`src/rtl/tcm_dport_arbiter.sv`:
```
// Two-master arbiter for the TCM data port: CPU data port and DMA/loader share mem_d_*.
// Round-robin grant, locked until acceptance; an in-order id FIFO steers each ack home.
module tcm_dport_arbiter #(
    parameter int OUTSTANDING_DEPTH = 4,
    parameter int TAG_W             = 11
) (
    input  logic             clk_i,
    input  logic             rst_i,

    input  logic [31:0]      cpu_d_addr_i,
    input  logic [31:0]      cpu_d_data_wr_i,
    input  logic             cpu_d_rd_i,
    input  logic [3:0]       cpu_d_wr_i,
    input  logic             cpu_d_cacheable_i,
    input  logic             cpu_d_invalidate_i,
    input  logic             cpu_d_writeback_i,
    input  logic             cpu_d_flush_i,
    input  logic [TAG_W-1:0] cpu_d_req_tag_i,
    output logic             cpu_d_accept_o,
    output logic             cpu_d_ack_o,
    output logic             cpu_d_error_o,
    output logic [31:0]      cpu_d_data_rd_o,
    output logic [TAG_W-1:0] cpu_d_resp_tag_o,

    input  logic [31:0]      dma_addr_i,
    input  logic [31:0]      dma_data_wr_i,
    input  logic             dma_rd_i,
    input  logic [3:0]       dma_wr_i,
    output logic             dma_accept_o,
    output logic             dma_ack_o,
    output logic             dma_error_o,
    output logic [31:0]      dma_data_rd_o,

    output logic [31:0]      mem_d_addr_o,
    output logic [31:0]      mem_d_data_wr_o,
    output logic             mem_d_rd_o,
    output logic [3:0]       mem_d_wr_o,
    output logic             mem_d_cacheable_o,
    output logic [TAG_W-1:0] mem_d_req_tag_o,
    output logic             mem_d_invalidate_o,
    output logic             mem_d_writeback_o,
    output logic             mem_d_flush_o,
    input  logic             mem_d_accept_i,
    input  logic             mem_d_ack_i,
    input  logic             mem_d_error_i,
    input  logic [31:0]      mem_d_data_rd_i,
    input  logic [TAG_W-1:0] mem_d_resp_tag_i,

    output logic             protocol_err_o
);

    localparam int PTR_W = (OUTSTANDING_DEPTH > 1) ? $clog2(OUTSTANDING_DEPTH) : 1;
    localparam int CNT_W = PTR_W + 1;
    localparam logic [CNT_W-1:0] DEPTH_C = CNT_W'(OUTSTANDING_DEPTH);

    // Requester ids stored in the FIFO and used for rr/owner
    localparam logic ID_CPU = 1'b0;
    localparam logic ID_DMA = 1'b1;

    logic                         cpu_req_s;
    logic                         dma_req_s;
    logic                         winner_s;
    logic                         winner_req_s;
    logic                         fifo_full_s;
    logic                         fifo_empty_s;
    logic                         grant_s;
    logic                         accept_s;
    logic                         push_s;
    logic                         pop_s;
    logic                         head_id_s;

    logic                         lock_q, lock_d;
    logic                         owner_q, owner_d;
    logic                         rr_q, rr_d;
    logic                         protocol_err_q, protocol_err_d;
    logic [PTR_W-1:0]             wr_ptr_q, wr_ptr_d;
    logic [PTR_W-1:0]             rd_ptr_q, rd_ptr_d;
    logic [CNT_W-1:0]             count_q, count_d;
    logic [OUTSTANDING_DEPTH-1:0] fifo_q, fifo_d;

    assign cpu_req_s    = cpu_d_rd_i | (|cpu_d_wr_i) | cpu_d_invalidate_i
                        | cpu_d_writeback_i | cpu_d_flush_i;
    assign dma_req_s    = dma_rd_i | (|dma_wr_i);
    assign fifo_full_s  = (count_q == DEPTH_C);
    assign fifo_empty_s = (count_q == {CNT_W{1'b0}});
    assign head_id_s    = fifo_q[rd_ptr_q];

    // Winner selection: locked owner first, then sole requester, then round-robin
    always_comb begin
        winner_s = ID_CPU;
        if (lock_q) begin
            winner_s = owner_q;
        end else if (cpu_req_s && dma_req_s) begin
            winner_s = rr_q;
        end else if (dma_req_s) begin
            winner_s = ID_DMA;
        end else begin
            winner_s = ID_CPU;
        end
        winner_req_s = (winner_s == ID_DMA) ? dma_req_s : cpu_req_s;
    end

    assign grant_s  = winner_req_s & ~fifo_full_s & ~rst_i;
    assign accept_s = grant_s & mem_d_accept_i;
    assign push_s   = accept_s;
    // An ack arriving with nothing outstanding is dropped, even if an accept happens alongside
    assign pop_s    = mem_d_ack_i & ~fifo_empty_s & ~rst_i;

    // Request mux toward tcm_mem; strobes are qualified by the grant
    always_comb begin
        mem_d_addr_o       = cpu_d_addr_i;
        mem_d_data_wr_o    = cpu_d_data_wr_i;
        mem_d_rd_o         = 1'b0;
        mem_d_wr_o         = 4'b0000;
        mem_d_cacheable_o  = 1'b0;
        mem_d_req_tag_o    = {TAG_W{1'b0}};
        mem_d_invalidate_o = 1'b0;
        mem_d_writeback_o  = 1'b0;
        mem_d_flush_o      = 1'b0;
        if (winner_s == ID_DMA) begin
            mem_d_addr_o    = dma_addr_i;
            mem_d_data_wr_o = dma_data_wr_i;
            if (grant_s) begin
                mem_d_rd_o = dma_rd_i;
                mem_d_wr_o = dma_wr_i;
            end else begin
                mem_d_rd_o = 1'b0;
            end
        end else begin
            mem_d_req_tag_o = cpu_d_req_tag_i;
            if (grant_s) begin
                mem_d_rd_o         = cpu_d_rd_i;
                mem_d_wr_o         = cpu_d_wr_i;
                mem_d_cacheable_o  = cpu_d_cacheable_i;
                mem_d_invalidate_o = cpu_d_invalidate_i;
                mem_d_writeback_o  = cpu_d_writeback_i;
                mem_d_flush_o      = cpu_d_flush_i;
            end else begin
                mem_d_rd_o = 1'b0;
            end
        end
    end

    // Handshake outputs back to each master
    always_comb begin
        cpu_d_accept_o   = accept_s & (winner_s == ID_CPU);
        dma_accept_o     = accept_s & (winner_s == ID_DMA);
        cpu_d_ack_o      = pop_s & (head_id_s == ID_CPU);
        dma_ack_o        = pop_s & (head_id_s == ID_DMA);
        cpu_d_error_o    = cpu_d_ack_o & mem_d_error_i;
        dma_error_o      = dma_ack_o & mem_d_error_i;
        cpu_d_data_rd_o  = mem_d_data_rd_i;
        dma_data_rd_o    = mem_d_data_rd_i;
        cpu_d_resp_tag_o = mem_d_resp_tag_i;
        protocol_err_o   = protocol_err_q;
    end

    // Next-state for arbitration and outstanding-id FIFO
    always_comb begin
        lock_d         = winner_req_s & ~accept_s;
        owner_d        = winner_s;
        rr_d           = rr_q;
        fifo_d         = fifo_q;
        wr_ptr_d       = wr_ptr_q;
        rd_ptr_d       = rd_ptr_q;
        count_d        = count_q;
        protocol_err_d = protocol_err_q | (mem_d_ack_i & fifo_empty_s);

        if (accept_s) begin
            rr_d = ~winner_s;
        end else begin
            rr_d = rr_q;
        end

        if (push_s) begin
            fifo_d[wr_ptr_q] = winner_s;
            wr_ptr_d         = wr_ptr_q + PTR_W'(1);
        end else begin
            wr_ptr_d = wr_ptr_q;
        end

        if (pop_s) begin
            rd_ptr_d = rd_ptr_q + PTR_W'(1);
        end else begin
            rd_ptr_d = rd_ptr_q;
        end

        case ({push_s, pop_s})
            2'b10:   count_d = count_q + CNT_W'(1);
            2'b01:   count_d = count_q - CNT_W'(1);
            default: count_d = count_q;
        endcase
    end

    // State registers with synchronous reset
    always_ff @(posedge clk_i) begin
        if (rst_i) begin
            lock_q         <= 1'b0;
            owner_q        <= ID_CPU;
            rr_q           <= ID_CPU;
            protocol_err_q <= 1'b0;
            wr_ptr_q       <= {PTR_W{1'b0}};
            rd_ptr_q       <= {PTR_W{1'b0}};
            count_q        <= {CNT_W{1'b0}};
            fifo_q         <= {OUTSTANDING_DEPTH{1'b0}};
        end else begin
            lock_q         <= lock_d;
            owner_q        <= owner_d;
            rr_q           <= rr_d;
            protocol_err_q <= protocol_err_d;
            wr_ptr_q       <= wr_ptr_d;
            rd_ptr_q       <= rd_ptr_d;
            count_q        <= count_d;
            fifo_q         <= fifo_d;
        end
    end

endmodule

```
`config.mk`:
```
export PLATFORM = sky130hd
export DESIGN_NAME = tcm_dport_arbiter
export DESIGN_NICKNAME = d
export VERILOG_FILES = /design/src/rtl/tcm_dport_arbiter.sv
export SDC_FILE = /design/constraint.sdc
export NUM_CORES = 1
export LEC_CHECK = 0
export ABC_AREA = 1
export CORE_AREA = 3 3 140 142
export DETAILED_ROUTE_END_ITERATION = 8
export DIE_AREA = 0 0 143 145
export PLACE_DENSITY = 0.5
export SYNTH_ARGS = -nofsm -noshare
export SYNTH_HDL_FRONTEND = slang
export SYNTH_SLANG_ARGS = --single-unit
```
`constraint.sdc`:
```
create_clock -name clk_i -period 2.5 [get_ports clk_i]
set_input_delay 0.375 -clock clk_i [delete_from_list [all_inputs] [get_ports clk_i]]
set_output_delay 0.375 -clock clk_i [all_outputs]
set_load 0.02 [all_outputs]
```
==> results.md, run 1 <==
* Status: finished clean
* Clock Pin Slew Worst Setup and Hold Paths at 0.05 ns
* Die Y at 145 um
* Relative slew slack at 72.45%
* P_int at 0.0009791 W
* Via count at 3205
* Clk pwr share at 19.5%
* Die Span X at 143 um
* Final max-slew violation count at 0
* Fin Setup TNS at 0 ns
* Post-Route WL at 12250 um
* PwrDens at 334.4 nW/um^2
* Post-Route Skew at 0.003671 ns
* Post-synth top area cell: nand2_1
* IO Port Bufs at 248
* EDFF count, synth at 0
* Total gr overflow at 0
* Mean routed wirelength per cell at 13.79 um
* #FFs+latches synth at 15
* Fin crit period at 2.449 ns
* Core region area at 18580 um^2
* Fmax at 408.4 MHz
* Seq/Total Area, Yosys at 12.31%
* DRT Pass-1 Iters at 5
* CP max-delay cell: clkdlybuf4s50_1
* Critical path depth at 11
* Setup violators final at 0
* Total CTS buffers at 3
* Initial cell density of the core at 13.12%
* Fin. Hold Viols at 0
* Critical Path RT at 2.12 ns
* Fillers at 2114
* Num rows at 50
* Worst path bufs/invs at 4
* Post-DR vias/cell at 3.609
* Async S/R FF share, synth at 0%
* Deepest clock path buffer count at 2
* Crit path max-delay family: buffers and inverters
* Most used cell, CP: buf_12
* Reg2reg start: lock_q
* Worst R2R Setup Slack at 0.39 ns
* Yosys cell types at 24
* Hold-fix buffers at CTS at 0
* VDD IR max at 0.0001637 V
* H-tree Lvls at 1
* Die area at 20740 um^2
* Multi-input gate area at 1400 um^2
* Setup ws final at 0.05125 ns
* CP Cell Sequence: clkdlybuf4s50_1 > nor2_1 > nand2_2 > o21ai_2 > nand2_4 > nand2_8 > buf_12 > buf_12 > nand2_1 > a21oi_2 > buf_6
* Syn avg cell area at 5.313 um^2
* Worst EP arrival at 2.07 ns
* Period utilization at 97.95%
* Kind of critical path: input port to output port
* Worst reg2reg endpoint: count_q[2]
* Worst setup startpoint: cpu_d_invalidate_i
* R2R depth at 12
* Post-Synthesis Net Count at 666
* Mapped Cells at 459
* Antenna Violating Nets Remaining at 0
* CTS Sinks at 15
* Crit path max fanout at 6
* Mapped Area at 2439 um^2
* Flop pwr share at 16.7%
* CTS tree: yes
* CP endpoint kind: output port
* Most used DFF post-synth: dfxtp_1
* Critical Path Max Stage Delay at 0.41 ns
* Sw Share at 39.35%
* Post-DP HPWL at 10100 um
* Ys Warns at 0
* Largest net degree at the start of global routing at 23
* PnR Total Power at 0.001614 W
* Placer Congestion at 0.7625
* Area Overhead vs Synth at 98.00%
* Crit path to: mem_d_wr_o[3]
* Fin nets at 859
* DRT iter0 DRCs at 92
* List of most frequent post-synthesis cells: 232 x nand2_1, 85 x buf_4, 41 x nor2_1
* Fraction of layout cells with a size suffix above 1 at 22.12%
* Top-Level Pins at 367
* Share of the synthesized area in the top cell type at 35.71%
* Worst-skew pair later-pin latency at 0.25 ns
* Fin Hold WS at 0.4477 ns
* CP Launch Type: input port
* Gate power share at 63.8%
* Synth area leaders: nand2_1 36%, buf_4 26%, dfxtp_1 12%, nor2_1 6.3%, inv_1 5.4%
* Initial antenna violation count at 4
* Slew @ Worst Pin at 0.4098 ns
* Lkg Pwr at 2.437 nW
* First-pass GRT wire length at 17500 um
* Tot GR Track Use at 10.73%
* Register area at 300.3 um^2
* CTS root buffer: clkbuf_16
* DP Worst Slack at -0.7322 ns
* Vias in the first global route at 3073
* Count leader, synth: nand2_1
* # DRC at 0
* Max-Cap Viols at 0
* Hold Path Class: flip-flop to flip-flop
* NetSw at 0.0006353 W
[sequential cells by signal, indices dropped and copies added, names as in the netlist]
register,flops
count_q,3
protocol_err_o,1
rr_q,1
owner_q,1
wr_ptr_q,2
rd_ptr_q,2
fifo_q,4
lock_q,1
[layout make-up]
| class | instances | share of cell area (%) |
|---|---|---|
| diodes | 3 | 0.1555 |
| clock buffers | 3 | 1.555 |
| clock inverters | 1 | 0.1037 |
| inverters | 37 | 3.136 |
| multi-input cells | 314 | 29.00 |
| flip-flops and latches | 15 | 6.219 |
| well taps | 234 | 6.064 |
| repair buffers | 280 | 53.59 |
| repair inverters | 1 | 0.1814 |
[power groups by stage]
stage | sequential (W) | clock, W | combinational (W)
3_5_place_dp | 0.000274 | 0 | 0.00109
5_1_grt | 0.000272 | 0.000336 | 0.00112
3_3_place_gp | 0.000274 | 0 | 0.00110
2_1_floorplan | 0.000274 | 0 | 0.000623
6_report | 0.000269 | 0.000314 | 0.00103
4_1_cts | 0.000269 | 0.000323 | 0.00101
[worst min path at each step]
stage                    from  slack [ns]              to  cells after the start
5_1_grt        protocol_err_o        0.47  protocol_err_o                      2
4_1_cts        protocol_err_o        0.45  protocol_err_o                      2
2_1_floorplan      count_q[0]        0.44      count_q[0]                      1
3_3_place_gp   protocol_err_o        0.44  protocol_err_o                      2
3_5_place_dp   protocol_err_o        0.44  protocol_err_o                      2
6_report       protocol_err_o        0.45  protocol_err_o                      2
[stage by stage]
stage	util [%]	cells	area [um^2]
6_report	25.99	888	4828
5_1_grt	25.99	888	4828
4_1_cts	25.05	881	4654
3_5_place_dp	25.78	875	4790
3_3_place_gp	25.78	875	4790
2_1_floorplan	-	459	2439
[placed cells by master (no fill, tap or decap), types with 2 or more instances in the layout]
cell,count
buf_8,3
clkbuf_16,6
nor3_1,2
a21oi_2,3
buf_6,3
buf_2,64
clkdlybuf4s50_1,146
buf_16,3
inv_2,2
o21ai_2,2
dfxtp_1,15
nand3_1,6
o21ai_0,3
clkdlybuf4s15_2,14
buf_4,24
diode_2,3
ha_1,5
dlygate4sd2_1,11
nand2_2,2
dlymetal6s2s_1,6
nor2_1,34
nand2_1,229
buf_12,3
nor2_2,5
a21oi_1,10
inv_1,34
nor2_4,2
[tightest hold or removal path: cells and delay by family (launching register included)]
family | cells | cell delay (ns)
buf+inv | 1 | 0.05
flops | 1 | 0.30
compound gates | 1 | 0.05
[cells by family (layout without fill, tap and decap cells)]
| family | after synthesis | in the layout | share of synthesized area, % |
|---|---|---|---|
| compound gates | 22 | 22 | 4.874 |
| simple gates | 286 | 286 | 45.77 |
| buf+inv | 130 | 322 | 33.66 |
| other cells | 0 | 3 | 0 |
| flops | 15 | 15 | 12.31 |
| fa+ha+maj | 6 | 6 | 3.386 |
[metal layers]
metal	share of wire, %	global-route usage (%)	up-vias	wire length (um)
met1	38	11.55	1310	4666
met5	0.11	0	-	13
met2	47	18.87	178	5764
li1	-	-	1688	-
met4	2.3	2.424	2	278
met3	12	5.142	27	1525
[what timing repair did]
item / CTS / global route
pin swaps: 6 / 15
setup buffers: 0 / 1
gates resized for setup: 359 / 33
gates cloned: 2 / 4
endpoints found under the setup margin: 90 / 73
Note: power is estimated with default switching activity, not from simulation.
==> inputs of run 2 (changes only) <==
Settings changed: GPL_TIMING_DRIVEN from default to 1, TNS_END_PERCENT from default to 50.
==> run 2 against run 1 <==
  * Final cell count down 0.34%
  * Cell area is 1.0% lower
  * Count of clock-buffer cells in the layout unchanged
  * Die area did not move
  * Global-route usage hardly changed
  * Power is 0.92% lower
  * Via count down 0.62%
  * Register-to-register slack improved by 0.06 ns
  * Sequential share of layout area rose by 0.065 points
  * First-iteration DRC count down 6.5%
  * Clock power is essentially flat
  * Critical endpoint is now mem_d_addr_o[0]
==> results.md, run 2 (synthesized netlist as in run 1, its figures left out) <==
* Total CTS buffers at 3
* Hold-fix buffers at CTS at 0
* Mean routed wirelength per cell at 13.79 um
* DP Area at 4790 um^2
* Commonest non-fill, non-tap cell in the layout: nand2_1
* Critical Path RT at 2.12 ns
* Post-DR vias/cell at 3.599
* Total gr overflow at 0
* Antenna Violating Nets Remaining at 0
* Worst EP arrival at 1.98 ns
* Post-Route Skew at 0.003840 ns
* Area Overhead vs Synth at 95.95%
* Relative slew slack at 72.44%
* VDD IR max at 0.0001635 V
* Vias in the first global route at 3069
* IO Port Bufs at 248
* Top-Level Pins at 367
* DRT iter0 DRCs at 86
* Deepest clock path buffer count at 2
* CP Cell Sequence: dlygate4sd2_1 > nor2_2 > nand2_2 > o21ai_2 > nand2_2 > nand2_4 > clkinv_8 > buf_6 > nand2_1 > nand2_1 > clkdlybuf4s15_2
* Fraction of layout cells with a size suffix above 1 at 21.76%
* Fmax at 424.3 MHz
* First-pass GRT wire length at 17510 um
* Final max-slew violation count at 0
* Lkg Pwr at 2.435 nW
* Die Y at 145 um
* Die Span X at 143 um
* Period utilization at 94.27%
* Core region area at 18580 um^2
* Max-Cap Viols at 0
* Initial cell density of the core at 13.12%
* PwrDens at 334.8 nW/um^2
* Fin Hold WS at 0.4474 ns
* RSZ-0062 raised after global routing: false
* CP max-delay cell: dlygate4sd2_1
* Status: finished clean
* Max reg flops at 4
* Hold Path Class: flip-flop to flip-flop
* Fin cells at 885
* Post-CTS Setup Inserts at 0
* Largest Register: fifo_q
* Kind of critical path: input port to output port
* Post-DP HPWL at 10100 um
* Fin nets at 856
* Tot GR Track Use at 10.74%
* CTS tree: yes
* Final Core Density at 25.72%
* Most frequent cells in the layout: 229 x nand2_1, 145 x clkdlybuf4s50_1, 66 x buf_2
* Fin. Hold Viols at 0
* Die area at 20740 um^2
* Crit path max fanout at 13
* DRT Pass-1 Iters at 4
* Clock Pin Slew Worst Setup and Hold Paths at 0.05 ns
* Via count at 3185
* Worst-skew pair later-pin latency at 0.25 ns
* Fin crit period at 2.357 ns
* CP endpoint kind: output port
* Critical Path Max Stage Delay at 0.27 ns
* Fin area at 4778 um^2
* Placer Congestion at 0.7625
* CP Launch Type: input port
* Initial antenna violation count at 4
* Slew @ Worst Pin at 0.4099 ns
* Fin Setup TNS at 0 ns
* Placed cell count at 875
* CTS root buffer: clkbuf_16
* Num rows at 50
* # DRC at 0
* Largest net degree at the start of global routing at 23
* Post-Route WL at 12210 um
* CTS Sinks at 15
* H-tree Lvls at 1
* Top Registers: fifo_q: 4 flops, count_q: 3 flops
* Setup violators final at 0
-- run 2: changes by cell type in the layout (fill, tap and decap cells not counted), moves of 2 or more --
| cell | delta |
|---|---|
| buf_2 | +2 |
| buf_4 | -4 |
| buf_6 | +2 |
| dlygate4sd2_1 | -2 |
| dlymetal6s2s_1 | +3 |
-- run 2: area by class of cell --
type | count | area (um^2)
Tap cell | 234 | 292.8
Inverter | 37 | 151.4
Timing Repair Buffer | 278 | 2560
Antenna cell | 3 | 7.507
Clock inverter | 1 | 5.005
Sequential cell | 15 | 300.3
Multi-Input combinational cell | 314 | 1386
Clock buffer | 3 | 75.07
Fill cell | 2117 | 13800
-- run 2: critical path: cells and delay by family --
| family | cells | cell delay [ns] |
|---|---|---|
| compound gates | 1 | 0.15 |
| buf+inv | 4 | 0.80 |
| simple gates | 6 | 0.65 |
-- run 2: power breakdown --
| group | leakage [nW] | total, W | internal (W) | switching [W] |
|---|---|---|---|---|
| combinational | 2.27 | 0.00102 | 0.000498 | 0.000518 |
| clock | 0.0409 | 0.000315 | 0.000214 | 0.000101 |
| sequential | 0.123 | 0.000269 | 0.000258 | 0.0000114 |
-- run 2: path summary, 6_finish.rpt --
path,start,endpoint,slack (ns),cells after the start
worst min register to register,protocol_err_o,protocol_err_o,0.45,2
worst min-delay path,protocol_err_o,protocol_err_o,0.45,2
worst max register to register,lock_q,count_q[2],0.45,12
worst max-delay path,cpu_d_flush_i,mem_d_addr_o[0],0.14,11
-- run 2: routing by layer --
| metal | global-route usage (%) | vias up | share of wire [%] | wire length, um |
|---|---|---|---|---|
| met2 | 18.87 | 177 | 47 | 5786 |
| met4 | 2.424 | 2 | 2.1 | 255 |
| met5 | 0 | - | 0.11 | 13 |
| met1 | 11.57 | 1306 | 38 | 4629 |
| met3 | 5.142 | 25 | 12 | 1520 |
| li1 | - | 1675 | - | - |
-- run 2: stage by stage --
step	power [W]	setup slack, ns
final	0.001600	0.1434
after floorplan	0.0008967	0.4420
after CTS	0.001606	-0.07142
after global routing	0.001711	0.00002709
after detailed placement	0.001366	-0.7322
after global placement	0.001370	-0.7129
-- run 2: timing repair --
item,CTS,global route
endpoints found under the setup margin,90,81
resized for setup,364,25
pin swaps,6,15
gates cloned,2,2
